## config.mk

```make
export PLATFORM = sky130hd
export DESIGN_NAME = mem_port_arbiter
export DESIGN_NICKNAME = d
export VERILOG_FILES = /design/src/rtl/mem_port_arbiter.sv
export SDC_FILE = /design/constraint.sdc
export NUM_CORES = 1
export LEC_CHECK = 0
export CORE_AREA = 2 2 108 110
export CTS_BUF_LIST = sky130_fd_sc_hd__clkbuf_4 sky130_fd_sc_hd__clkbuf_8 sky130_fd_sc_hd__clkbuf_16
export DETAILED_ROUTE_END_ITERATION = 10
export DIE_AREA = 0 0 110 112
export DONT_BUFFER_PORTS = 1
export GPL_ROUTABILITY_DRIVEN = 0
export PLACE_DENSITY = 0.64
export SLEW_MARGIN = 20
export SYNTH_ARGS = -nofsm -noshare
export SYNTH_HDL_FRONTEND = slang
export SYNTH_SLANG_ARGS = --single-unit
```

## constraint.sdc

```tcl
create_clock -name clk -period 2.2 [get_ports clk]
set_input_delay 0.44 -clock clk [delete_from_list [all_inputs] [get_ports clk]]
set_output_delay 0.44 -clock clk [all_outputs]
set_load 0.03 [all_outputs]
```

## src/rtl/mem_port_arbiter.sv

```systemverilog
// mem_port_arbiter: shares one single-ported unified memory between the
// fetch port (instruction reads) and the data port (loads/stores).
// Requests are serialised through IDLE -> I_XFER/D_XFER -> RESP; each memory
// command is held on m_* until m_ack and answered with a one-cycle rsp pulse.
// Optional macro ARB_FAIRNESS_EN adds a data-streak counter that forces a
// fetch grant after MAX_D_STREAK consecutive data grants with a fetch waiting.
`timescale 1ns/1ps
module mem_port_arbiter #(
  parameter int WIDTH        = 32,
  parameter int MAX_D_STREAK = 4
) (
  input  logic             clk,
  input  logic             rst,
  input  logic             i_req,
  input  logic [WIDTH-1:0] i_addr,
  input  logic             i_abort,
  output logic             i_rsp_valid,
  output logic [WIDTH-1:0] i_rdata,
  output logic             i_busy,
  input  logic             d_req,
  input  logic             d_we,
  input  logic [WIDTH-1:0] d_addr,
  input  logic [WIDTH-1:0] d_wdata,
  input  logic [3:0]       d_wstrb,
  output logic             d_rsp_valid,
  output logic [WIDTH-1:0] d_rdata,
  output logic             d_busy,
  output logic             m_req,
  output logic             m_we,
  output logic [WIDTH-1:0] m_addr,
  output logic [WIDTH-1:0] m_wdata,
  output logic [3:0]       m_wstrb,
  input  logic             m_ack,
  input  logic [WIDTH-1:0] m_rdata
);

  typedef enum logic [1:0] {IDLE, I_XFER, D_XFER, RESP} state_t;

  // The streak counter is 3 bits wide, so the limit must fit in it.
  if (MAX_D_STREAK < 1 || MAX_D_STREAK > 7) begin : g_bad_streak
    $error("MAX_D_STREAK must be in the range 1..7");
  end

  state_t           state_q, state_d;
  logic             m_req_q, m_req_d;
  logic             m_we_q, m_we_d;
  logic [WIDTH-1:0] m_addr_q, m_addr_d;
  logic [WIDTH-1:0] m_wdata_q, m_wdata_d;
  logic [3:0]       m_wstrb_q, m_wstrb_d;
  logic             i_rsp_valid_q, i_rsp_valid_d;
  logic             d_rsp_valid_q, d_rsp_valid_d;
  logic [WIDTH-1:0] i_rdata_q, i_rdata_d;
  logic [WIDTH-1:0] d_rdata_q, d_rdata_d;
  logic             drop_q, drop_d;
  logic             fetch_ok;
  logic             force_fetch;

  // A fetch is only eligible when it is not being flushed this cycle.
  assign fetch_ok = i_req & ~i_abort;

`ifdef ARB_FAIRNESS_EN
  localparam logic [2:0] MaxStreak = 3'(MAX_D_STREAK);

  logic [2:0] d_streak_q, d_streak_d;

  assign force_fetch = (d_streak_q == MaxStreak) & fetch_ok;

  // Count data grants made while a fetch waits; any fetch grant clears it.
  always_comb begin
    d_streak_d = d_streak_q;
    if (state_q == IDLE) begin
      if (force_fetch || (fetch_ok && !d_req)) begin
        d_streak_d = '0;
      end else if (d_req && fetch_ok && d_streak_q != 3'd7) begin
        d_streak_d = d_streak_q + 3'd1;
      end
    end
  end

  // Streak counter register.
  always_ff @(posedge clk or negedge rst) begin
    if (!rst) begin
      d_streak_q <= '0;
    end else begin
      d_streak_q <= d_streak_d;
    end
  end
`else
  // Strict data priority: a fetch never overrides a pending data request.
  assign force_fetch = 1'b0;
`endif

  // Arbitration, command hold, response capture and abort tracking.
  always_comb begin
    state_d       = state_q;
    m_req_d       = m_req_q;
    m_we_d        = m_we_q;
    m_addr_d      = m_addr_q;
    m_wdata_d     = m_wdata_q;
    m_wstrb_d     = m_wstrb_q;
    i_rdata_d     = i_rdata_q;
    d_rdata_d     = d_rdata_q;
    drop_d        = drop_q;
    i_rsp_valid_d = 1'b0;
    d_rsp_valid_d = 1'b0;
    case (state_q)
      IDLE: begin
        if (d_req && !force_fetch) begin
          m_req_d   = 1'b1;
          m_we_d    = d_we;
          m_addr_d  = d_addr;
          m_wdata_d = d_wdata;
          m_wstrb_d = d_we ? d_wstrb : 4'b0000;
          state_d   = D_XFER;
        end else if (fetch_ok) begin
          m_req_d   = 1'b1;
          m_we_d    = 1'b0;
          m_addr_d  = i_addr & ~WIDTH'(3);
          m_wdata_d = '0;
          m_wstrb_d = 4'b0000;
          drop_d    = 1'b0;
          state_d   = I_XFER;
        end
      end
      I_XFER: begin
        if (i_abort) begin
          drop_d = 1'b1;
        end
        if (m_ack) begin
          m_req_d = 1'b0;
          state_d = RESP;
          // An abort coinciding with the ack still discards the response.
          if (!(drop_q || i_abort)) begin
            i_rdata_d     = m_rdata;
            i_rsp_valid_d = 1'b1;
          end
        end
      end
      D_XFER: begin
        if (m_ack) begin
          m_req_d       = 1'b0;
          state_d       = RESP;
          d_rsp_valid_d = 1'b1;
          if (!m_we_q) begin
            d_rdata_d = m_rdata;
          end
        end
      end
      RESP: begin
        drop_d  = 1'b0;
        state_d = IDLE;
      end
      default: begin
        state_d = IDLE;
      end
    endcase
  end

  // State, command and response registers.
  always_ff @(posedge clk or negedge rst) begin
    if (!rst) begin
      state_q       <= IDLE;
      m_req_q       <= 1'b0;
      m_we_q        <= 1'b0;
      m_addr_q      <= '0;
      m_wdata_q     <= '0;
      m_wstrb_q     <= 4'b0000;
      i_rsp_valid_q <= 1'b0;
      d_rsp_valid_q <= 1'b0;
      i_rdata_q     <= '0;
      d_rdata_q     <= '0;
      drop_q        <= 1'b0;
    end else begin
      state_q       <= state_d;
      m_req_q       <= m_req_d;
      m_we_q        <= m_we_d;
      m_addr_q      <= m_addr_d;
      m_wdata_q     <= m_wdata_d;
      m_wstrb_q     <= m_wstrb_d;
      i_rsp_valid_q <= i_rsp_valid_d;
      d_rsp_valid_q <= d_rsp_valid_d;
      i_rdata_q     <= i_rdata_d;
      d_rdata_q     <= d_rdata_d;
      drop_q        <= drop_d;
    end
  end

  assign m_req       = m_req_q;
  assign m_we        = m_we_q;
  assign m_addr      = m_addr_q;
  assign m_wdata     = m_wdata_q;
  assign m_wstrb     = m_wstrb_q;
  assign i_rsp_valid = i_rsp_valid_q;
  assign d_rsp_valid = d_rsp_valid_q;
  assign i_rdata     = i_rdata_q;
  assign d_rdata     = d_rdata_q;
  assign i_busy      = i_req & ~i_rsp_valid_q;
  assign d_busy      = d_req & ~d_rsp_valid_q;

endmodule

```

==> flow_metrics.tcl <==
set metrics [dict create \
    period_share 0.862 \
    cts_max_level 4 \
    cpPeakStageDelay_ps 540 \
    die_area_sq_um 12300 \
    dr_total_vias 3014 \
    wl_met2_microns 5940 \
    drive_above_1_share 0.444 \
    cts_resized 0 \
    setup_ws_ps 304 \
    diodes 0 \
    dp_slack_ps 399 \
    hp-class "input pin to async pin" \
    clockBufferDepth 2 \
    clock_sinks 139 \
    dpl_cell_area_sq_um 5740 \
    port_buffers 0 \
    dieWidth_microns 110 \
    slew_violations 0 \
    wl_met1_microns 4000 \
    hpwl_microns 8070 \
    clock-root-buffer "clkbuf_16" \
    io_pins 277 \
    tns_ps 0 \
    critPathRequiredTime_ps 1760 \
    ys_seq_elements 139 \
    area_delta_synth_final_pct 13.3 \
    drcViolationCount 0 \
    synth_cells 358 \
    avgRoutedWirePerCell_microns 22.0 \
    mostFrequentLayoutCells "139 x dfrtp_1, 122 x mux2_2, 35 x a22o_1" \
    finalSetupViolCount 0 \
    netlist_area_sq_um 5610 \
    ff2ff_path_depth 4 \
    die_h_microns 112 \
    start_util 0.502 \
    r2r-start "state_q[1]$_DFFE_PN0P_" \
    num_rows 39 \
    postCtsSetupRepairBufs 0 \
    final_antenna_net_count 0 \
    drt_iter0_drc 121 \
    vias_per_cell 5.83 \
    status "finished, violations left" \
    ys_types 26 \
    met3_length_microns 1300 \
    cp_cell_sequence "nor2_1" \
    grt-ovfl-total 0 \
    finalNetCount 505 \
    clk_pin_slew_ps 60 \
    rsz0062_at_grt "no" \
    violations "hold timing" \
    critPathArrivalTime_ps 1460 \
    cts_tree "done" \
    core_area_sq_um 11200 \
    max_freq_mhz 527 \
    avgSynthCellArea_sq_um 15.7 \
    antenna_found_initial 0 \
    critical_path_buf_inv_count 0 \
    ir_drop_mv 1.08 \
    power_density_nw_per_um2 1920 \
    yosysWarnings 0 \
    path_class "register to output pin" \
    postLayoutCellArea_sq_um 6360 \
    grt_pass1_wl_microns 17400 \
    synth_nets 502 \
    tightest_slew_ps 769 \
    worstPathMaxFanout 2 \
    first_global_vias 3242 \
    leakagePower_uw 0.00279 \
    final.setup_skew_ps 7.25 \
    top_layer "met4" \
    max_slew_margin 0.488 \
    clkLatencyLatePin_ps 410 \
    grt_max_degree 140 \
    track_usage 0.190 \
    cp_top_family "simple AND/OR/NAND/NOR gates" \
    rr_endpoint "m_wdata[5]$_DFFE_PN0P_" \
    hold_viol 139 \
    routed_wirelength_microns 11400 \
    drt_pass1_iterations 4 \
    cap_viol_max_count 0 \
    reg2reg_slack_ps 410 \
    end_kind "output pin" \
    holdWs_ps -277 \
    cp-start-kind "register" \
    crit_path_top_delay_cell "nor2_1" \
    cts_made_buffers 17 \
    mostFrequentLayoutCell "dfrtp_1" \
    seq_area_frac_synth 0.620 \
    fin_crit_ps 1900 \
]
## routing by layer
metal / vias to the layer above / track usage
met5: - / 0
met4: 0 / 0.0591
met3: 12 / 0.0995
met2: 181 / 0.317
met1: 1512 / 0.207
li1: 1309 / -
## final cells by class
cell class	count	area, sq um
clock buffers	20	460
well taps	143	179
fillers	904	4820
repair buffers	6	70.1
clock inverters	12	160
flip-flops and latches	139	3480
inverters	5	18.8
multi-input cells	192	1990
## cell families after synthesis
logic type      count (synthesis)  synth area share
flops                         139             0.620
mux                           126             0.253
compound gates                 48            0.0738
buf+inv                        27            0.0252
simple gates                   13            0.0172
fa+ha+maj                       5            0.0111
## worst max path at each step
stage                                      start                 endpoint  cells after the start
after detailed placement  state_q[1]$_DFFE_PN0P_   m_wdata[5]$_DFFE_PN0P_                      4
final                      d_rsp_valid$_DFF_PN0_                   d_busy                      1
after CTS                  d_rsp_valid$_DFF_PN0_                   d_busy                      1
after global routing      state_q[0]$_DFFE_PN0P_   m_wdata[5]$_DFFE_PN0P_                      4
after global placement    state_q[0]$_DFFE_PN0P_   m_addr[14]$_DFFE_PN0P_                      5
after floorplan           state_q[1]$_DFFE_PN0P_  i_rdata[12]$_DFFE_PN0P_                      5
## metrics by stage
stage / std cells / total power, uW / utilization
6_report: 517 / 12200 / 0.569
5_1_grt: 517 / 12800 / 0.569
4_1_cts: 517 / 12400 / 0.569
3_5_place_dp: 485 / 9390 / 0.513
3_3_place_gp: 485 / 9270 / 0.513
2_1_floorplan: 358 / 8750 / -
## report_power, final
| part | switching, uW | internal (uW) | total [uW] |
|---|---|---|---|
| Combinational | 813 | 1350 | 2160 |
| Sequential | 3350 | 3760 | 7110 |
| Clock | 1060 | 1870 | 2930 |
| Total | 5220 | 6980 | 12200 |
## cell usage after synthesis, drive strengths merged
cell / number / area [sq um]
a22o: 35 / 307
clkbuf: 5 / 18.8
ha: 5 / 62.6
nand2b: 4 / 32.5
and2: 2 / 12.5
o221a: 1 / 11.3
a21oi: 1 / 5.00
dfrtp: 139 / 3480
o21ai: 3 / 15.0
nor2b: 1 / 6.26
and3: 1 / 6.26
nand2: 1 / 3.75
inv: 5 / 18.8
a21boi: 1 / 11.3
nor2: 3 / 11.3
mux2: 126 / 1420
nor4b: 1 / 23.8
a32o: 4 / 40.0
a32oi: 1 / 8.76
a21bo: 1 / 10.0
buf: 17 / 104
a31oi: 1 / 6.26
## flip-flops by register name, summed over array words and instances, names as in the netlist
signal,count
d_rdata,32
i_rdata,32
m_addr,32
m_wdata,32
m_wstrb,4
state_q,2
d_rsp_valid,1
drop_q,1
i_rsp_valid,1
m_req,1
m_we,1
Note: power is estimated with default switching activity, not from simulation.
